--- config.mk ---
export PLATFORM = sky130hd
export DESIGN_NAME = mem_arbiter_seq_flat
export DESIGN_NICKNAME = d
export VERILOG_FILES = /design/src/rtl/mem_arbiter_seq_if.sv /design/src/rtl/mem_arbiter_seq.sv /design/src/flat_wrapper.sv
export SDC_FILE = /design/constraint.sdc
export NUM_CORES = 1
export LEC_CHECK = 0
export CAP_MARGIN = 20
export CORE_MARGIN = 10
export CORE_UTILIZATION = 44
export CTS_BUF_LIST = sky130_fd_sc_hd__clkbuf_16
export DETAILED_ROUTE_END_ITERATION = 12
export HOLD_SLACK_MARGIN = 0.02
export PLACE_DENSITY_LB_ADDON = 0.25
export SYNTH_ARGS = -nofsm -noshare
export SYNTH_HDL_FRONTEND = slang
export SYNTH_SLANG_ARGS = --single-unit
--- constraint.sdc ---
create_clock -name clk_in -period 2.31 [get_ports clk_in]
set_input_delay 0.462 -clock clk_in [delete_from_list [all_inputs] [get_ports clk_in]]
set_output_delay 0.462 -clock clk_in [all_outputs]
set_load 0.01 [all_outputs]
--- src/rtl/mem_arbiter_seq_if.sv ---
// mem_arbiter_seq_if: fetch/load-store request channels and byte-wide RAM port of the arbiter
interface mem_arbiter_seq_if #(
  parameter int ADDR_WIDTH = 32,
  parameter int DATA_BYTES = 4,
  parameter int INST_BYTES = 4
);
  logic rdy_in;
  logic io_buffer_full;
  logic inst_req;
  logic inst_abort;
  logic [ADDR_WIDTH-1:0] inst_addr;
  logic [8*INST_BYTES-1:0] inst_data;
  logic inst_done;
  logic data_req;
  logic data_we;
  logic [2:0] data_len;
  logic [ADDR_WIDTH-1:0] data_addr;
  logic [8*DATA_BYTES-1:0] data_wdata;
  logic [8*DATA_BYTES-1:0] data_rdata;
  logic data_done;
  logic ram_wr;
  logic [ADDR_WIDTH-1:0] ram_addr;
  logic [7:0] ram_w_data;
  logic [7:0] ram_r_data;
  modport slave (
    input rdy_in, io_buffer_full, inst_req, inst_abort, inst_addr,
    input data_req, data_we, data_len, data_addr, data_wdata, ram_r_data,
    output inst_data, inst_done, data_rdata, data_done, ram_wr, ram_addr, ram_w_data
  );
  modport master (
    output rdy_in, io_buffer_full, inst_req, inst_abort, inst_addr,
    output data_req, data_we, data_len, data_addr, data_wdata, ram_r_data,
    input inst_data, inst_done, data_rdata, data_done, ram_wr, ram_addr, ram_w_data
  );
endinterface

--- src/rtl/mem_arbiter_seq.sv ---
// mem_arbiter_seq: serialises fetch and load/store accesses onto one byte-wide synchronous RAM port
module mem_arbiter_seq #(
  parameter int ADDR_WIDTH = 32,
  parameter int DATA_BYTES = 4,
  parameter int INST_BYTES = 4,
  parameter logic [ADDR_WIDTH-1:0] IO_BASE = ADDR_WIDTH'(32'h30000)
) (
  input logic clk_in,
  input logic rst_in,
  mem_arbiter_seq_if.slave bus
);
  localparam int MB = DATA_BYTES > INST_BYTES ? DATA_BYTES : INST_BYTES;
  localparam int KW = $clog2(MB + 1);
  typedef enum logic [1:0] {IDLE, RD, WR, DONE} state_t;
  state_t st;
  logic inst_own;
  logic wr_q;
  logic stl;
  logic [KW-1:0] k;
  logic [KW-1:0] n;
  logic [7:0] stash;
  logic [7:0] rbyte;
  logic [8*MB-1:0] asm_q;
  logic [8*MB-1:0] asm_nx;
  logic [ADDR_WIDTH-1:0] nxt_addr;
  function automatic logic is_io(input logic [ADDR_WIDTH-1:0] a);
    return a >= IO_BASE;
  endfunction
  // merge the byte arriving this cycle; a byte that landed just as the block froze is replayed from stash
  always_comb begin
    rbyte = stl ? stash : bus.ram_r_data;
    asm_nx = asm_q | ((8*MB)'(rbyte) << {k - KW'(1), 3'b000});
    nxt_addr = bus.ram_addr + ADDR_WIDTH'(1);
  end
  assign bus.ram_wr = wr_q & bus.rdy_in;
  // arbitration, byte sequencing and registered outputs; rdy_in low freezes everything
  always_ff @(posedge clk_in) begin
    if (rst_in) begin
      st <= IDLE;
      inst_own <= 1'b0;
      wr_q <= 1'b0;
      stl <= 1'b0;
      k <= '0;
      n <= '0;
      stash <= '0;
      asm_q <= '0;
      bus.ram_addr <= '0;
      bus.ram_w_data <= '0;
      bus.inst_data <= '0;
      bus.data_rdata <= '0;
      bus.inst_done <= 1'b0;
      bus.data_done <= 1'b0;
    end else if (!bus.rdy_in) begin
      stl <= 1'b1;
      if (!stl) stash <= bus.ram_r_data;
    end else begin
      stl <= 1'b0;
      case (st)
        IDLE: begin
          k <= '0;
          asm_q <= '0;
          wr_q <= bus.data_req && bus.data_we && !(is_io(bus.data_addr) && bus.io_buffer_full);
          if (bus.data_req) begin
            st <= bus.data_we ? WR : RD;
            inst_own <= 1'b0;
            n <= KW'(bus.data_len);
            bus.ram_addr <= bus.data_addr;
            bus.ram_w_data <= bus.data_wdata[7:0];
          end else if (bus.inst_req && !bus.inst_abort) begin
            st <= RD;
            inst_own <= 1'b1;
            n <= KW'(INST_BYTES);
            bus.ram_addr <= bus.inst_addr;
          end
        end
        RD: begin
          if (inst_own && bus.inst_abort) begin
            st <= IDLE;
          end else begin
            if (k != '0) asm_q <= asm_nx;
            if (k == n) begin
              st <= DONE;
              if (inst_own) begin
                bus.inst_data <= asm_nx[8*INST_BYTES-1:0];
                bus.inst_done <= 1'b1;
              end else begin
                bus.data_rdata <= asm_nx[8*DATA_BYTES-1:0];
                bus.data_done <= 1'b1;
              end
            end else begin
              k <= k + KW'(1);
              if (k + KW'(1) != n) bus.ram_addr <= nxt_addr;
            end
          end
        end
        WR: begin
          if (!wr_q) begin
            wr_q <= !(is_io(bus.ram_addr) && bus.io_buffer_full);
          end else if (k == n - KW'(1)) begin
            st <= DONE;
            wr_q <= 1'b0;
            bus.data_done <= 1'b1;
          end else begin
            k <= k + KW'(1);
            bus.ram_addr <= nxt_addr;
            bus.ram_w_data <= bus.data_wdata[{k + KW'(1), 3'b000} +: 8];
            wr_q <= !(is_io(nxt_addr) && bus.io_buffer_full);
          end
        end
        default: begin
          st <= IDLE;
          bus.inst_done <= 1'b0;
          bus.data_done <= 1'b0;
        end
      endcase
    end
  end
endmodule

--- src/flat_wrapper.sv ---
// flat-port wrapper written by rule: the top's interface ports become plain ports
module mem_arbiter_seq_flat 
#(
  parameter int ADDR_WIDTH = 32,
  parameter int DATA_BYTES = 4,
  parameter int INST_BYTES = 4,
  parameter logic [ADDR_WIDTH-1:0] IO_BASE = ADDR_WIDTH'(32'h30000)
)
  (clk_in, rst_in, bus_rdy_in, bus_io_buffer_full, bus_inst_req, bus_inst_abort, bus_inst_addr, bus_data_req, bus_data_we, bus_data_len, bus_data_addr, bus_data_wdata, bus_ram_r_data, bus_inst_data, bus_inst_done, bus_data_rdata, bus_data_done, bus_ram_wr, bus_ram_addr, bus_ram_w_data);
  mem_arbiter_seq_if #(.ADDR_WIDTH(ADDR_WIDTH), .DATA_BYTES(DATA_BYTES), .INST_BYTES(INST_BYTES)) bus_i ();
  input logic clk_in;
  input logic rst_in;
  input wire logic [$bits(bus_i.rdy_in)-1:0] bus_rdy_in;
  input wire logic [$bits(bus_i.io_buffer_full)-1:0] bus_io_buffer_full;
  input wire logic [$bits(bus_i.inst_req)-1:0] bus_inst_req;
  input wire logic [$bits(bus_i.inst_abort)-1:0] bus_inst_abort;
  input wire logic [$bits(bus_i.inst_addr)-1:0] bus_inst_addr;
  input wire logic [$bits(bus_i.data_req)-1:0] bus_data_req;
  input wire logic [$bits(bus_i.data_we)-1:0] bus_data_we;
  input wire logic [$bits(bus_i.data_len)-1:0] bus_data_len;
  input wire logic [$bits(bus_i.data_addr)-1:0] bus_data_addr;
  input wire logic [$bits(bus_i.data_wdata)-1:0] bus_data_wdata;
  input wire logic [$bits(bus_i.ram_r_data)-1:0] bus_ram_r_data;
  output wire logic [$bits(bus_i.inst_data)-1:0] bus_inst_data;
  output wire logic [$bits(bus_i.inst_done)-1:0] bus_inst_done;
  output wire logic [$bits(bus_i.data_rdata)-1:0] bus_data_rdata;
  output wire logic [$bits(bus_i.data_done)-1:0] bus_data_done;
  output wire logic [$bits(bus_i.ram_wr)-1:0] bus_ram_wr;
  output wire logic [$bits(bus_i.ram_addr)-1:0] bus_ram_addr;
  output wire logic [$bits(bus_i.ram_w_data)-1:0] bus_ram_w_data;
  assign bus_i.rdy_in = bus_rdy_in;
  assign bus_i.io_buffer_full = bus_io_buffer_full;
  assign bus_i.inst_req = bus_inst_req;
  assign bus_i.inst_abort = bus_inst_abort;
  assign bus_i.inst_addr = bus_inst_addr;
  assign bus_i.data_req = bus_data_req;
  assign bus_i.data_we = bus_data_we;
  assign bus_i.data_len = bus_data_len;
  assign bus_i.data_addr = bus_data_addr;
  assign bus_i.data_wdata = bus_data_wdata;
  assign bus_i.ram_r_data = bus_ram_r_data;
  assign bus_inst_data = bus_i.inst_data;
  assign bus_inst_done = bus_i.inst_done;
  assign bus_data_rdata = bus_i.data_rdata;
  assign bus_data_done = bus_i.data_done;
  assign bus_ram_wr = bus_i.ram_wr;
  assign bus_ram_addr = bus_i.ram_addr;
  assign bus_ram_w_data = bus_i.ram_w_data;
  mem_arbiter_seq #(.ADDR_WIDTH(ADDR_WIDTH), .DATA_BYTES(DATA_BYTES), .INST_BYTES(INST_BYTES), .IO_BASE(IO_BASE)) u_core (.clk_in(clk_in), .rst_in(rst_in), .bus(bus_i));
endmodule
Yosys cells after proc, flatten, opt, wreduce, memory -nomap -nowiden
Cells that the tools add are included.

$add $sub $neg: 4. $lt $le $gt $ge: 3. Equal/unequal tests: 18. Shifts and indexed selects: 2. Mux-type cells: 47. Bitwise operators: 6. Reductions and logical operators: 29.

Operators by type and width (number): $mux W32 (9); $ge A32 B18 Y1 const B (3); $pmux W32 S3 (1); $pmux W32 S2 (1); $add A32 B1 Y32 const B (1); $mux W8 (4); $or A32 B32 Y32 (1); $shiftx A32 B7 Y8 (1); $shl A8 B6 Y32 (1); $reduce_and A5 Y1 (5); $mux W3 (6); $pmux W8 S2 (1); $mux W2 (7); $mux W1 (13); $ne A2 B1 Y1 const B (6); $ne A2 B2 Y1 const B (5); $pmux W3 S3 (1); $reduce_and A8 Y1 (1); $logic_and A1 B1 Y1 (7); $reduce_and A7 Y1 (1); $eq A3 B3 Y1 (2); $pmux W2 S3 (1); $reduce_and A6 Y1 (1); $reduce_bool A2 Y1 (3); 18 further kinds (27).

Register bits: 157. Input bits: 115. Output and inout bits: 107. Logic and storage cells: 123.

Longest topological paths before layout
Word-level depth: 7. Mapped depth: 12. Mapped depth without buffers: 9.

Worst setup path after synthesis
No wires, ideal clock.

Path kind: flip-flop to flip-flop. Start point: register u_core.bus.ram_addr[0]. End point: register u_core.wr_q. Library setup time: 0.074 ns. Data arrival time: 2.383 ns. Required time: 2.236 ns. Setup slack: -0.147 ns. Cell stages (with the launch flop): 9. Buffers on the path: 0. Clock period less this slack: 2.457 ns. Path through: dfxtp_1 -> ha_1 -> and3_1 -> nand4_2 -> or4_1 -> xnor2_1 -> a2111oi_0 -> nand4_1 -> a31oi_1.

Word-level cells in the longest chain between the ends: 7. Elaborated cells on any way between the ends: 10. Those cells by class: add/sub: 1; order compare: 2; mux: 3; reduce/logical: 4.

Ends and longest elaborated chain: start, declared (RTL line mem_arbiter_seq_if.sv:28) `output inst_data, inst_done, data_rdata, data_done, ram_wr, ram_addr, ram_w_data`; start signal, assigned (RTL line mem_arbiter_seq.sv:67) `bus.ram_addr <= bus.data_addr;`; start signal, assigned (RTL line mem_arbiter_seq.sv:73) `bus.ram_addr <= bus.inst_addr;`; start signal, assigned (RTL line mem_arbiter_seq.sv:92) `if (k + KW'(1) != n) bus.ram_addr <= nxt_addr;`; $add A32 B1 Y32 (RTL line mem_arbiter_seq.sv:33) `nxt_addr = bus.ram_addr + ADDR_WIDTH'(1);`; $ge A32 B18 Y1 (RTL line mem_arbiter_seq.sv:27) `return a >= IO_BASE;`; $logic_and A1 B1 Y1 (RTL line mem_arbiter_seq.sv:107) `wr_q <= !(is_io(nxt_addr) && bus.io_buffer_full);`; $logic_not A1 Y1 (RTL line mem_arbiter_seq.sv:107); $mux W1 (RTL line mem_arbiter_seq.sv:99) `end else if (k == n - KW'(1)) begin`; $mux W1 * (RTL line mem_arbiter_seq.sv:97) `if (!wr_q) begin`; $pmux W1 S2 * (RTL line mem_arbiter_seq.sv:58) `case (st)`; end signal, assigned (RTL line mem_arbiter_seq.sv:62) `wr_q <= bus.data_req && bus.data_we && !(is_io(bus.data_addr) && bus.io_buffer_full);`; end signal, assigned (RTL line mem_arbiter_seq.sv:98) `wr_q <= !(is_io(bus.ram_addr) && bus.io_buffer_full);`; end signal, assigned (RTL line mem_arbiter_seq.sv:107); end, declared (RTL line mem_arbiter_seq.sv:17) `logic wr_q;`.

Mark *: on every way between the ends. The rest lies on a longest branch, timed or not. A chain may end at the register's enable or synchronous reset.

Worst setup path in the final report
Start point: register u_core.bus.ram_addr[1]. End point: register u_core.wr_q.

The elaborated chain is that of the path after synthesis.

==> metrics.md <==
| Metric | Value |
|---|---|
| Status | `complete, no violations` |
| Slowest stage delay, CP | `0.53 ns` |
| Root Buffer Master | `clkbuf_16` |
| # DRC | `0` |
| Sequential element share of the synthesized area | `39.1%` |
| Kind of critical path | `reg -> reg` |
| Chip height | `155 um` |
| Total core area | `0.0180 mm2` |
| Leakage | `4.18 nW` |
| Mux cell area share after synthesis | `8.15%` |
| Ys flop type | `dfxtp_1` |
| Worst hold endpoint | `u_core.asm_q[24]$_SDFFE_PP0P_` |
| Synth warnings | `0` |
| Antenna violations before repair | `1` |
| R2R cell count | `8` |
| Final min period | `2.23 ns` |
| Cell total after placement | `1425` |
| CTS H-tree lvls | `4` |
| Area leader, netlist | `dfxtp_1` |
| Final Instance Count excl. Fillers | `1465` |
| Cell with the most instances after synthesis | `dfxtp_1` |
| Per-cell routed wire length | `18.0 um` |
| CTS Hold Buffers Added | `0` |
| Synth Area in XOR/XNOR | `2.26%` |
| Detailed placer's ending HPWL | `19500 um` |
| Peak VDD IR | `0.595 mV` |
| Final Wtd Congestion | `0.942` |
| Initial DRC Count | `679` |
| First-pass GRT wire length | `41700 um` |
| Syn nets | `1097` |
| Final setup viols | `0` |
| CP startpoint kind | `flop` |
| Hold Vio Cnt, Final | `0` |
| Worst path cell trace | `ha_4, and3_4, nand4_4, or4_4, xnor2_2, a2111oi_2, nand4_1, a31oi_1` |
| Vias in the first global route | `8064` |
| Die ar. | `0.0241 mm2` |
| Setup TNS | `0 ns` |
| Routed wire length | `26400 um` |
| Final Instance Area | `0.0117 mm2` |
| Clock tree buffer depth | `2` |
| HP Class | `reg -> reg` |
| CP endpoint kind | `flop` |
| Post-Syn Area | `0.00805 mm2` |
| Final Slew Violations | `0` |
| Compound-cell area share of the yosys netlist | `22.1%` |
| CTS Sinks | `157` |
| CP max-delay cell | `or4_4` |
| Max cap viols | `0` |
| Routed via count | `8161` |
| Post-synthesis adder-cell area fraction | `1.56%` |
| Layout cells sized above 1 | `14.7%` |
| Commonest cells post-synth | `dfxtp_1 (157), nor2_1 (129), a21oi_1 (102)` |
| F_max | `448 MHz` |
| Width of the die | `155 um` |
| Hold path startpoint | `u_core.asm_q[24]$_SDFFE_PP0P_` |
| Main combinational cell family by area after synthesis | `simple AND/OR/NAND/NOR gates` |
| Top post-synthesis cells by area | `dfxtp_1 (39%), a211oi_1 (7.9%), a21oi_1 (6.3%)` |
| Syn_area_per_cell | `8.28 um2` |
| Total power | `8.65 mW` |
| Reg2Reg Capture Point | `u_core.wr_q$_SDFFE_PP0P_` |
| FP Rows | `49` |
| Crit share post-route | `96.7%` |
| Yosys cell types | `64` |
| I/O pins | `222` |
| Synthesized instance count | `972` |
| I/O Buffers | `221` |
| Fin nets | `1347` |
| Asr flop ratio synth | `0%` |
| Dpl cell area | `0.0109 mm2` |
| Largest net degree at the start of global routing | `59` |
| CTS tree | `yes` |
| Slew HR | `55.8%` |
| RSZ-0062 raised after global routing | `true` |
| PwrDens | `738 mW/mm2` |
| Hold path cells | `2` |
| Total congestion overflow | `0` |
| Number of routed nets with antenna violations | `0` |
| Worst r2r src | `u_core.bus.ram_addr[1]$_SDFFE_PP0P_` |
| Clock skew | `0.0100 ns` |
| Worst Path Max Fanout | `4` |
| CTS clk-pin slew, worst paths | `0.07 ns` |
| Synth-to-layout area growth | `45.6%` |
| Synth Area in Simple Gates | `22.1%` |
| Arr. time, crit path | `2.59 ns` |
| Reg2Reg Setup Slack | `0.08 ns` |
| Clk Latency, worst-skew pair | `0.43 ns` |
| Pre-Repair DR Iteration Count | `5` |
| GRT Util Overall | `20.9%` |
| TritonCTS Buffers | `17` |
| Actual slew at the worst max-slew pin | `0.663 ns` |
| Starting Density | `44.8%` |
| Yosys top cell area share | `39.1%` |
| Critical path data required time | `2.66 ns` |
| Flops & latches, synth | `157` |
| Post-synth EDFFs | `0` |
| DR vias/cell | `5.57` |
## cells by family (layout without fill, tap and decap cells)
kind of cell    count (synthesis)  after routing
buf+inv                        90            352
mux                            53             53
xor+xnor                       19             19
other cells                     0              1
fa+ha+maj                      10             10
flops                         157            157
compound gates                276            276
simple gates                  367            368
## per-stage QoR
| step | worst slack [ns] | hold slack [ns] | util [%] |
|---|---|---|---|
| 3_3_place_gp | -0.0653 | 0.437 | 60.9 |
| 4_1_cts | 0.000782 | 0.452 | 64.2 |
| 5_1_grt | -0.0335 | 0.463 | 65.2 |
| 3_5_place_dp | -0.105 | 0.443 | 60.9 |
| 2_1_floorplan | 0.0371 | 0.432 | - |
| 6_report | 0.0762 | 0.451 | 65.2 |
## area by class of cell
type	count	area, um2
inverters	14	52.6
clock buffers	17	425
fillers	1509	6250
repair buffers	306	2970
clock inverters	15	170
diodes	1	2.50
well taps	229	287
flip-flops and latches	157	3150
multi-input cells	726	4660
## placed cells by master (no fill, tap or decap), types with 12 or more instances in the layout
cell type,n
dfxtp_1,154
o21ai_0,28
nand2_1,90
clkbuf_16,17
a21oi_1,102
nand2b_1,33
nor2b_1,14
mux2_2,20
inv_1,12
buf_4,75
clkdlybuf4s50_1,218
and3_1,12
a211oi_1,85
mux2i_1,25
a22oi_1,17
nor2_1,129
nand3_1,15
nor3_1,16
## power breakdown
part / switching, mW / internal, mW / leakage [nW]
combinational: 1.39 / 1.31 / 2.61
sequential: 0.187 / 2.92 / 1.28
clock: 1.29 / 1.54 / 0.287
total: 2.87 / 5.78 / 4.18
## what timing repair did
| action | 4_1_cts | 5_1_grt |
|---|---|---|
| pin swaps | 0 | 11 |
| gates resized for setup | 2 | 27 |
| setup buffers | 0 | 6 |
| hold endpoints to repair | 0 | 0 |
| endpoints found under the setup margin | 1 | 25 |
| gates cloned | 0 | 1 |
## sequential cells by signal, indices dropped and copies added, names as in the netlist
name                   cells
u_core.inst_own            1
u_core.k                   3
u_core.n                   3
u_core.bus.data_rdata     32
u_core.bus.ram_w_data      8
u_core.st                  2
u_core.bus.inst_data      32
u_core.stash               8
u_core.asm_q              32
u_core.bus.ram_addr       32
u_core.bus.inst_done       1
u_core.wr_q                1
u_core.bus.data_done       1
u_core.stl                 1
## worst max-delay path: cells and delay by family, from the launching register on
kind	cells	cell delay (ns)
adder cells (fa/ha/maj)	1	0.15
XOR/XNOR	1	0.15
AND/OR/NAND/NOR	4	1.01
AO/OA/AOI/OAI	2	0.49
flip-flops	1	0.36
## per-layer routing
metal / vias to the layer above / part of all wire [%] / wire length (um) / track usage [%]
met5: - / 0 / 0 / 0
met4: 0 / 2.0 / 528 / 7.31
met3: 40 / 9.2 / 2430 / 6.18
met2: 336 / 49 / 12900 / 35.4
met1: 3777 / 40 / 10600 / 24.6
li1: 4008 / - / - / -
## how the worst max path moves through the flow
stage                                                    from                                   to  slack, ns  cells after the start
after global placement                           bus_inst_req  u_core.bus.ram_addr[4]$_SDFFE_PP0P_      -0.07                      8
after global routing      u_core.bus.ram_addr[1]$_SDFFE_PP0P_             u_core.wr_q$_SDFFE_PP0P_      -0.03                      8
after detailed placement                         bus_inst_req  u_core.bus.ram_addr[5]$_SDFFE_PP0P_      -0.11                      8
after floorplan           u_core.bus.ram_addr[0]$_SDFFE_PP0P_             u_core.wr_q$_SDFFE_PP0P_       0.04                      8
final                     u_core.bus.ram_addr[1]$_SDFFE_PP0P_             u_core.wr_q$_SDFFE_PP0P_       0.08                      8
after CTS                 u_core.bus.ram_addr[1]$_SDFFE_PP0P_             u_core.wr_q$_SDFFE_PP0P_     0.0008                      9
Power figures use the tool's default switching activity.
